File: config.mk
export PLATFORM = sky130hd
export DESIGN_NAME = main_memory_arbiter
export DESIGN_NICKNAME = d
export VERILOG_FILES = /design/src/rtl/main_memory_arbiter_pkg.sv /design/src/rtl/main_memory_arbiter_mem_req_slot.sv /design/src/rtl/main_memory_arbiter.sv
export SDC_FILE = /design/constraint.sdc
export NUM_CORES = 1
export LEC_CHECK = 0
export ABC_AREA = 1
export CAP_MARGIN = 20
export CORE_MARGIN = 5
export CORE_UTILIZATION = 30
export CTS_CLUSTER_DIAMETER = 30
export CTS_CLUSTER_SIZE = 25
export DETAILED_ROUTE_END_ITERATION = 6
export PLACE_DENSITY_LB_ADDON = 0.2
export SLEW_MARGIN = 30
export SYNTH_ARGS = -nofsm -noshare
export SYNTH_HDL_FRONTEND = slang
export SYNTH_SLANG_ARGS = --single-unit
File: constraint.sdc
create_clock -name MAIN_MEMORY_ARBITER_CLOCK_50 -period 7.3 [get_ports MAIN_MEMORY_ARBITER_CLOCK_50]
set_input_delay 0.73 -clock MAIN_MEMORY_ARBITER_CLOCK_50 [delete_from_list [all_inputs] [get_ports MAIN_MEMORY_ARBITER_CLOCK_50]]
set_output_delay 0.73 -clock MAIN_MEMORY_ARBITER_CLOCK_50 [all_outputs]
set_load 0.02 [all_outputs]
File: src/rtl/main_memory_arbiter_pkg.sv
// Purpose: shared encodings for the main-memory arbiter (FSM states, port IDs, timeout default).
// Latency: n/a (declarations only).
// Backpressure: n/a.
package main_memory_arbiter_pkg;

    typedef enum logic [1:0] {
        ST_IDLE   = 2'd0,
        ST_ACCESS = 2'd1,
        ST_DONE   = 2'd2
    } arb_state_e;

    localparam logic PORT_F = 1'b0;
    localparam logic PORT_D = 1'b1;

    localparam int DEFAULT_TIMEOUT_CYCLES = 15;
    localparam int CNT_W                  = 8;

    // Round-robin choice: a lone requester wins outright; on a tie the port
    // that was not granted last time wins.
    function automatic logic pick_port(input logic f_pend, input logic d_pend,
                                       input logic last_grant);
        if (f_pend && d_pend) begin
            return ~last_grant;
        end
        if (d_pend) begin
            return PORT_D;
        end
        return PORT_F;
    endfunction

endpackage

File: src/rtl/main_memory_arbiter_mem_req_slot.sv
// Purpose: one-deep request slot; holds a pending bit plus the address/wr/wdata captured with the request pulse.
// Latency: request visible on pend_out one edge after req_in.
// Backpressure: a request arriving while the slot is full (and not being cleared) is dropped.
// Ports: clk/rst; req_in + wr_in/addr_in/wdata_in capture; clr_in frees the slot;
//        pend_out/wr_out/addr_out/wdata_out present the held request.
module main_memory_arbiter_mem_req_slot
    import main_memory_arbiter_pkg::*;
#(
    parameter int DW = 32
) (
    input  logic          clk,
    input  logic          rst,
    input  logic          req_in,
    input  logic          wr_in,
    input  logic [DW-1:0] addr_in,
    input  logic [DW-1:0] wdata_in,
    input  logic          clr_in,
    output logic          pend_out,
    output logic          wr_out,
    output logic [DW-1:0] addr_out,
    output logic [DW-1:0] wdata_out
);

    logic          pend_q, pend_d;
    logic          wr_q, wr_d;
    logic [DW-1:0] addr_q, addr_d;
    logic [DW-1:0] wdata_q, wdata_d;

    // A new request is accepted into an empty slot, or into the slot that is
    // being freed this very cycle (set wins over clear).
    always_comb begin
        pend_d  = pend_q;
        wr_d    = wr_q;
        addr_d  = addr_q;
        wdata_d = wdata_q;
        if (req_in && (!pend_q || clr_in)) begin
            pend_d  = 1'b1;
            wr_d    = wr_in;
            addr_d  = addr_in;
            wdata_d = wdata_in;
        end else if (clr_in) begin
            pend_d = 1'b0;
        end
    end

    always_ff @(posedge clk or posedge rst) begin
        if (rst) begin
            pend_q  <= 1'b0;
            wr_q    <= 1'b0;
            addr_q  <= '0;
            wdata_q <= '0;
        end else begin
            pend_q  <= pend_d;
            wr_q    <= wr_d;
            addr_q  <= addr_d;
            wdata_q <= wdata_d;
        end
    end

    assign pend_out  = pend_q;
    assign wr_out    = wr_q;
    assign addr_out  = addr_q;
    assign wdata_out = wdata_q;

endmodule

File: src/rtl/main_memory_arbiter.sv
// Purpose: shares MAIN_MEMORY between fetch (F, read-only) and data (D) ports, round-robin, one transaction at a time.
// Latency: request edge -> ACCESS after +1 edge -> Ack pulse after +2 edges with a zero-wait memory; memory waits bounded by TIMEOUT_CYCLES.
// Backpressure: none toward requesters; each port has a one-deep slot and a repeat request while pending is dropped.
// Ports: CLOCK_50/ResetInHigh_In; F/D request pulses with address (D adds wr/wdata); F/D Ack pulses with
//        shared RData/Err; Mem A/B/RD/WR strobes out and MemACK/MemData back from the memory.
module main_memory_arbiter
    import main_memory_arbiter_pkg::*;
#(
    parameter int DATAWIDTH_BUS  = 32,
    parameter int TIMEOUT_CYCLES = DEFAULT_TIMEOUT_CYCLES
) (
    input  logic                     MAIN_MEMORY_ARBITER_CLOCK_50,
    input  logic                     MAIN_MEMORY_ARBITER_ResetInHigh_In,
    input  logic                     MAIN_MEMORY_ARBITER_FReq_In,
    input  logic [DATAWIDTH_BUS-1:0] MAIN_MEMORY_ARBITER_FAddr_InBus,
    output logic                     MAIN_MEMORY_ARBITER_FAck_Out,
    input  logic                     MAIN_MEMORY_ARBITER_DReq_In,
    input  logic                     MAIN_MEMORY_ARBITER_DWr_In,
    input  logic [DATAWIDTH_BUS-1:0] MAIN_MEMORY_ARBITER_DAddr_InBus,
    input  logic [DATAWIDTH_BUS-1:0] MAIN_MEMORY_ARBITER_DWData_InBus,
    output logic                     MAIN_MEMORY_ARBITER_DAck_Out,
    output logic [DATAWIDTH_BUS-1:0] MAIN_MEMORY_ARBITER_RData_OutBus,
    output logic                     MAIN_MEMORY_ARBITER_Err_Out,
    output logic [DATAWIDTH_BUS-1:0] MAIN_MEMORY_ARBITER_MemA_OutBus,
    output logic [DATAWIDTH_BUS-1:0] MAIN_MEMORY_ARBITER_MemB_OutBus,
    output logic                     MAIN_MEMORY_ARBITER_MemRD_Out,
    output logic                     MAIN_MEMORY_ARBITER_MemWR_Out,
    input  logic                     MAIN_MEMORY_ARBITER_MemACK_In,
    input  logic [DATAWIDTH_BUS-1:0] MAIN_MEMORY_ARBITER_MemData_InBus
);

    localparam int DW = DATAWIDTH_BUS;
    // Counter value on the last ACCESS cycle we are willing to wait through.
    localparam logic [CNT_W-1:0] TIMEOUT_LAST = CNT_W'(TIMEOUT_CYCLES - 1);

    logic clk, rst;
    assign clk = MAIN_MEMORY_ARBITER_CLOCK_50;
    assign rst = MAIN_MEMORY_ARBITER_ResetInHigh_In;

    logic          f_pend, f_wr, f_clr;
    logic          d_pend, d_wr, d_clr;
    logic [DW-1:0] f_addr, f_wdata, d_addr, d_wdata;

    arb_state_e       state_q, state_d;
    logic             grant_q, grant_d;    // last granted port == port in flight
    logic [CNT_W-1:0] cnt_q, cnt_d;
    logic             f_ack_q, f_ack_d, d_ack_q, d_ack_d, err_q, err_d;
    logic             mem_rd_q, mem_rd_d, mem_wr_q, mem_wr_d;
    logic [DW-1:0]    rdata_q, rdata_d, mem_a_q, mem_a_d, mem_b_q, mem_b_d;

    logic          sel_wr;
    logic [DW-1:0] sel_addr, sel_wdata;

    main_memory_arbiter_mem_req_slot #(.DW(DW)) u_f_slot (
        .clk       (clk),
        .rst       (rst),
        .req_in    (MAIN_MEMORY_ARBITER_FReq_In),
        .wr_in     (1'b0),
        .addr_in   (MAIN_MEMORY_ARBITER_FAddr_InBus),
        .wdata_in  ('0),
        .clr_in    (f_clr),
        .pend_out  (f_pend),
        .wr_out    (f_wr),
        .addr_out  (f_addr),
        .wdata_out (f_wdata)
    );

    main_memory_arbiter_mem_req_slot #(.DW(DW)) u_d_slot (
        .clk       (clk),
        .rst       (rst),
        .req_in    (MAIN_MEMORY_ARBITER_DReq_In),
        .wr_in     (MAIN_MEMORY_ARBITER_DWr_In),
        .addr_in   (MAIN_MEMORY_ARBITER_DAddr_InBus),
        .wdata_in  (MAIN_MEMORY_ARBITER_DWData_InBus),
        .clr_in    (d_clr),
        .pend_out  (d_pend),
        .wr_out    (d_wr),
        .addr_out  (d_addr),
        .wdata_out (d_wdata)
    );

    // The slot is freed on the Ack cycle; a fresh request on that same edge is kept.
    assign f_clr = (state_q == ST_DONE) && (grant_q == PORT_F);
    assign d_clr = (state_q == ST_DONE) && (grant_q == PORT_D);

    // Slot contents stay frozen while pending, so the request being served can be read live.
    assign sel_wr    = (grant_d == PORT_D) ? d_wr    : f_wr;
    assign sel_addr  = (grant_d == PORT_D) ? d_addr  : f_addr;
    assign sel_wdata = (grant_d == PORT_D) ? d_wdata : f_wdata;

    always_ff @(posedge clk or posedge rst) begin
        if (rst) begin
            state_q  <= ST_IDLE;
            grant_q  <= PORT_D;
            cnt_q    <= '0;
            f_ack_q  <= 1'b0;
            d_ack_q  <= 1'b0;
            err_q    <= 1'b0;
            rdata_q  <= '0;
            mem_rd_q <= 1'b0;
            mem_wr_q <= 1'b0;
            mem_a_q  <= '0;
            mem_b_q  <= '0;
        end else begin
            state_q  <= state_d;
            grant_q  <= grant_d;
            cnt_q    <= cnt_d;
            f_ack_q  <= f_ack_d;
            d_ack_q  <= d_ack_d;
            err_q    <= err_d;
            rdata_q  <= rdata_d;
            mem_rd_q <= mem_rd_d;
            mem_wr_q <= mem_wr_d;
            mem_a_q  <= mem_a_d;
            mem_b_q  <= mem_b_d;
        end
    end

    always_comb begin
        state_d = state_q;
        grant_d = grant_q;
        cnt_d   = cnt_q;
        case (state_q)
            ST_IDLE: begin
                if (f_pend || d_pend) begin
                    grant_d = pick_port(f_pend, d_pend, grant_q);
                    cnt_d   = '0;
                    state_d = ST_ACCESS;
                end
            end
            ST_ACCESS: begin
                if (MAIN_MEMORY_ARBITER_MemACK_In || (cnt_q == TIMEOUT_LAST)) begin
                    cnt_d   = '0;
                    state_d = ST_DONE;
                end else begin
                    cnt_d = cnt_q + 1'b1;
                end
            end
            ST_DONE: begin
                cnt_d   = '0;
                state_d = ST_IDLE;
            end
            default: begin
                cnt_d   = '0;
                state_d = ST_IDLE;
            end
        endcase
    end

    // Outputs are registered: decoded from the state being entered.
    always_comb begin
        f_ack_d  = 1'b0;
        d_ack_d  = 1'b0;
        err_d    = 1'b0;
        rdata_d  = '0;
        mem_rd_d = 1'b0;
        mem_wr_d = 1'b0;
        mem_a_d  = '0;
        mem_b_d  = '0;
        if (state_d == ST_ACCESS) begin
            mem_rd_d = ~sel_wr;
            mem_wr_d = sel_wr;
            mem_a_d  = sel_addr;
            mem_b_d  = sel_wr ? sel_wdata : '0;
        end
        if ((state_q == ST_ACCESS) && (state_d == ST_DONE)) begin
            f_ack_d = (grant_q == PORT_F);
            d_ack_d = (grant_q == PORT_D);
            err_d   = ~MAIN_MEMORY_ARBITER_MemACK_In;
            rdata_d = (MAIN_MEMORY_ARBITER_MemACK_In && !sel_wr)
                      ? MAIN_MEMORY_ARBITER_MemData_InBus : '0;
        end
    end

    assign MAIN_MEMORY_ARBITER_FAck_Out     = f_ack_q;
    assign MAIN_MEMORY_ARBITER_DAck_Out     = d_ack_q;
    assign MAIN_MEMORY_ARBITER_RData_OutBus = rdata_q;
    assign MAIN_MEMORY_ARBITER_Err_Out      = err_q;
    assign MAIN_MEMORY_ARBITER_MemA_OutBus  = mem_a_q;
    assign MAIN_MEMORY_ARBITER_MemB_OutBus  = mem_b_q;
    assign MAIN_MEMORY_ARBITER_MemRD_Out    = mem_rd_q;
    assign MAIN_MEMORY_ARBITER_MemWR_Out    = mem_wr_q;

endmodule

## Word-level counts from Yosys, hierarchy flattened

Index checks and enable logic that the tools add are counted.

- Register bits after elaboration: 211
- Output and inout port bits: 101
- Input bits: 134
- Word-level logic and storage cells: 80

- Reductions and logical operators: 17
- Equal/unequal tests: 6
- Add/sub/neg operators: 1
- Mux-type cells: 36
- Bitwise operators: 3

Operator list:

| kind | number |
|---|---|
| 32-bit two-way mux | 7 |
| 1-bit two-way mux | 23 |
| 8-bit two-way mux | 2 |
| 8-bit case mux with 2 select lines | 1 |
| 8-bit by 1-bit adder with 8-bit output, second input constant | 1 |
| 8-bit by 4-bit equality test with 1-bit output, second input constant | 1 |
| 1-bit logical AND | 7 |
| 2-bit by 1-bit equality test with 1-bit output, second input constant | 2 |
| 2-bit equality test, second input constant | 2 |
| 1-bit logical OR | 4 |
| 2-bit two-way mux | 2 |
| 2-bit case mux with 2 select lines | 1 |
| 2-bit nonzero test | 2 |
| 1-bit zero test | 3 |
| 1-bit NOT | 3 |
| 2-bit zero test | 1 |
| 2-bit inequality test, second input constant | 1 |

## Depth between registers and ports, before layout

- Depth after elaboration: 16
- Gate-level depth with buffers: 10

## Modules after synthesis

From an unflattened synthesis, not the netlist that was laid out.

- Cells, all modules: 1211
- Area total of the unflattened synthesis: 10287.4 sq um

Modules (own cells, without submodules):

| module | cells an instance | sequential area each (sq um) | area each (sq um) | instances |
|---|---|---|---|---|
| main_memory_arbiter_mem_req_slot | 287 | 1651.6 | 2623.8 | 2 |
| main_memory_arbiter | 637 | 2803.9 | 5039.8 | 1 |

## Least setup slack after synthesis

OpenSTA, ideal clock, no wires.

- Kind: input -> register
- Start: input port MAIN_MEMORY_ARBITER_DReq_In
- End: register u_d_slot.addr_q[18], in the netlist u_d_slot.addr_out[18]
- Slack: 5.795 ns
- Stages on the path: 4
- Buffers on the path: 2
- Data arrival time: 1.439 ns
- Cells stage by stage: clkbuf_1 > clkbuf_1 > nand3_1 > nand2_1

- Word-level cells in the longest chain between the ends: 1

Ends and longest elaborated chain:

| item | line | RTL |
|---|---|---|
| start: declaration | main_memory_arbiter.sv:17 | `input logic MAIN_MEMORY_ARBITER_DReq_In,` |
| 1-bit logical AND | main_memory_arbiter_mem_req_slot.sv:36 | `if (req_in && (!pend_q \|\| clr_in)) begin` |
| end signal: assignment | main_memory_arbiter_mem_req_slot.sv:55 | `addr_q <= addr_d;` |
| end: declaration | main_memory_arbiter_mem_req_slot.sv:26 | `logic [DW-1:0] addr_q, addr_d;` |

Every way passes these cells.
A chain may end at the register's enable or synchronous reset.

## Final worst setup path

- Start: register state_q[0]
- End: register u_f_slot.addr_q[8], in the netlist u_f_slot.addr_out[8]

- Word-level cells in the longest chain between the ends: 4

Ends and longest elaborated chain:

| item | line | RTL |
|---|---|---|
| start: declaration | main_memory_arbiter.sv:44 | `arb_state_e state_q, state_d;` |
| start signal: assignment | main_memory_arbiter.sv:105 | `state_q <= state_d;` |
| 2-bit equality test | main_memory_arbiter.sv:83 | `assign f_clr = (state_q == ST_DONE) && (grant_q == PORT_F);` |
| 1-bit logical AND | main_memory_arbiter.sv:83 |  |
| 1-bit logical OR | main_memory_arbiter_mem_req_slot.sv:36 |  |
| 1-bit logical AND | main_memory_arbiter_mem_req_slot.sv:36 |  |
| end signal: assignment | main_memory_arbiter_mem_req_slot.sv:55 |  |
| end: declaration | main_memory_arbiter_mem_req_slot.sv:26 |  |

Every way passes these cells.

==> results_dict.tcl <==
set metrics [dict create \
    cts_sinks 211 \
    final_cells 1603 \
    end_kind "register" \
    grt_pass1_wl_um 40600 \
    tns_ns 0 \
    status "finished clean" \
    wire_per_inst_um 15.7 \
    drtPass1Iterations 4 \
    synthSimpleGateAreaFrac_pct 28.3 \
    power_density_mw_per_mm2 437 \
    synth.most_common_cell "nand2_1" \
    post-cts-setup-buffers 0 \
    rows 61 \
    muxShareOfSynthArea_pct 0 \
    rsz0062_at_grt "false" \
    cts_buffers 51 \
    drv_cap 0 \
    worst-path-buf-inv 2 \
    path_clk_slew_ns 0.05 \
    layout-drive-gt1-share_pct 9.14 \
    synth.distinct_cells 22 \
    port_buffers 234 \
    synth_ff_type "dfrtp_1" \
    seqPwrFrac_pct 30.8 \
    drtIter0Drc 444 \
    final.setup_skew_ns 0.0137 \
    crit_chain "inv_2 > nand2_1 > o21ai_4 > nand2_1 > buf_4 > nand2_1 > nand2_1" \
    initial_core_util_pct 30.3 \
    p_comb_share_pct 27.9 \
    hold_buffers 0 \
    viasPerCell 4.47 \
    grt_pass1_vias 7382 \
    synth-async-reset-ratio_pct 100 \
    worst_slew_pin_slew_ns 0.988 \
    worst_path_most_repeated_cell "nand2_1" \
    clk_latency_ns 0.54 \
    ant_nets 0 \
    core_area_mm2 0.0278 \
    swShare_pct 34.1 \
    cts_resized 0 \
    power_switching_uw 1920 \
    worst_path_largest_cell_delay_ns 0.79 \
    dp_hpwl_um 15700 \
    final_nets 1320 \
    maxSlewViolCount 0 \
    required_ns 7.72 \
    rrSetupSlack_ns 4.60 \
    synth_xor_area_share_pct 0.312 \
    hold_viol 0 \
    finalCritPeriodShare_pct 37.0 \
    max_clock_freq_ghz 0.370 \
    ys_ff_latch 211 \
    vias 7168 \
    grt_max_degree 131 \
    ioPinCount 235 \
    antenna_found_initial 0 \
    cts_tree "yes" \
    dp.cells 1509 \
    layout_min_cycle_time_ns 2.70 \
    worstPathArrival_ns 3.13 \
    grt_usage_pct 16.0 \
    clkPwrFrac_pct 41.3 \
    hp-class "register to register" \
    drt_wl_total_um 25200 \
    cts-root-buf "clkbuf_16" \
    syn_inst 949 \
    cp_max_fo 34 \
    htreeDepth 2 \
    synth.cell_area_mm2 0.00842 \
    overflow 0 \
    synth_top_family_by_area "simple AND/OR/NAND/NOR gates" \
    synth_top_area_cell "dfrtp_1" \
    power.internal_uw 3710 \
    synth_commonest_cells "nand2_1, dfrtp_1, nand3_1, inv_1, nor2_1" \
    setup_viol_count_final 0 \
    critPathLaunchType "register" \
    synth-adder-area-share_pct 0.297 \
    synth_edf_count 0 \
    synth_compound_area_share_pct 2.88 \
    remaining_drc_errors 0 \
    slew_headroom_pct 33.9 \
    gp_congestion 0.747 \
    yosysWarnings 0 \
    diodes 0 \
    synth_nets 1085 \
    die_h_um 178 \
    die_area_mm2 0.0315 \
    p_leak_uw 0.00635 \
    syn_to_final_growth_pct 52.9 \
    cp_top_family "simple AND/OR/NAND/NOR gates" \
    syn_avg_cell_area_um2 8.88 \
    crit_type "register to register" \
    fp.dieW_um 178 \
    crit_slowest_cell "o21ai_4" \
    synth.top_cell.area_share_pct 62.4 \
    vdd.ir_drop.worst_mv 0.207 \
    clock_path_buffers 3 \
    ys_seq_area_share_pct 62.7 \
    synth_area_leaders "dfrtp_1, nand2_1, nand3_1" \
]
==> cells in the final DEF (no fill, tap or decap) <==
master	count
buf_2	1
clkinv_2	5
o21ai_2	1
clkbuf_1	7
nor2_1	44
nand4_1	2
o21ai_0	8
o21ai_4	2
ha_1	2
dfrtp_1	210
xnor2_1	1
dfstp_2	1
clkinv_8	2
nand2_1	356
clkbuf_16	52
buf_4	11
inv_2	1
inv_6	4
a21boi_0	1
bufinv_16	7
inv_1	44
a21oi_1	33
nand2_2	5
xor2_1	2
clkinvlp_4	8
nor2_2	1
o21bai_1	1
clkbuf_8	8
clkdlybuf4s50_1	233
clkinv_4	2
buf_6	1
nand3_1	169
==> logic make-up (layout without fill, tap and decap cells) <==
group | after synthesis | count (layout)
AO/OA/AOI/OAI | 46 | 46
XOR/XNOR | 3 | 3
adder cells (fa/ha/maj) | 2 | 2
buffers and inverters | 110 | 386
flip-flops | 211 | 211
AND/OR/NAND/NOR | 577 | 577
==> worst reg2reg max path, stage by stage (launching register included) <==
cell and delay, ns:
dfrtp_1 0.39, inv_2 0.07, nand2_1 0.13, o21ai_4 0.79
nand2_1 0.67, buf_4 0.41, nand2_1 0.10, nand2_1 0.05
==> stage by stage <==
stage                     setup WS, ns  instance area, um2  utilization [%]  total power [uW]  hold slack, ns
after detailed placement          4.45               11100             39.9              3360           0.459
after global routing              4.35               12900             46.4              6000           0.479
after CTS                         4.51               12900             46.4              5720           0.470
final                             4.60               12900             46.4              5630           0.464
after floorplan                  0.806                8420                -              2760           0.442
after global placement            4.07               11100             39.8              3320           0.454
==> flip-flops by register name (all words and copies together) (netlist names), 2 cells and up <==
name / count
state_q: 2
u_d_slot.wdata_out: 32
MAIN_MEMORY_ARBITER_RData_OutBus: 32
u_f_slot.addr_out: 32
MAIN_MEMORY_ARBITER_MemA_OutBus: 32
cnt_q: 8
MAIN_MEMORY_ARBITER_MemB_OutBus: 32
u_d_slot.addr_out: 32
==> final timing paths <==
check,startpoint,to,cells after the start
max in group asynchronous,MAIN_MEMORY_ARBITER_ResetInHigh_In,MAIN_MEMORY_ARBITER_MemWR_Out$_DFF_PP0_,3
hold reg to reg,u_f_slot.addr_out[4]$_DFFE_PP0P_,u_f_slot.addr_out[4]$_DFFE_PP0P_,2
setup reg to reg,state_q[0]$_DFF_PP0_,u_f_slot.addr_out[8]$_DFFE_PP0P_,7
setup / recovery,state_q[0]$_DFF_PP0_,u_f_slot.addr_out[8]$_DFFE_PP0P_,7
min in group asynchronous,MAIN_MEMORY_ARBITER_ResetInHigh_In,MAIN_MEMORY_ARBITER_RData_OutBus[15]$_DFF_PP0_,2
hold / removal,u_f_slot.addr_out[4]$_DFFE_PP0P_,u_f_slot.addr_out[4]$_DFFE_PP0P_,2
==> routing by layer <==
metal	wire, um	global-route usage, %	vias up
li1	-	-	3490
met5	0	0	-
met2	11300	24.6	246
met3	2040	5.13	43
met1	11400	21.9	3389
met4	527	4.61	0
==> layout make-up <==
class | count | area [um2]
fill | 2700 | 14900
sequential | 211 | 5280
multi-input combinational | 628 | 2710
timing repair buffer | 246 | 2430
clock buffer | 67 | 1440
tap | 378 | 473
clock inverter | 27 | 364
inverter | 46 | 185
==> power by group through the flow <==
stage | registers (uW) | logic, uW | clock network [uW]
after floorplan | 1810 | 941 | 0
after global placement | 1740 | 1580 | 0
after detailed placement | 1750 | 1610 | 0
after CTS | 1740 | 1610 | 2370
after global routing | 1780 | 1780 | 2440
final | 1730 | 1570 | 2330
(Power assumes the default switching activity.)
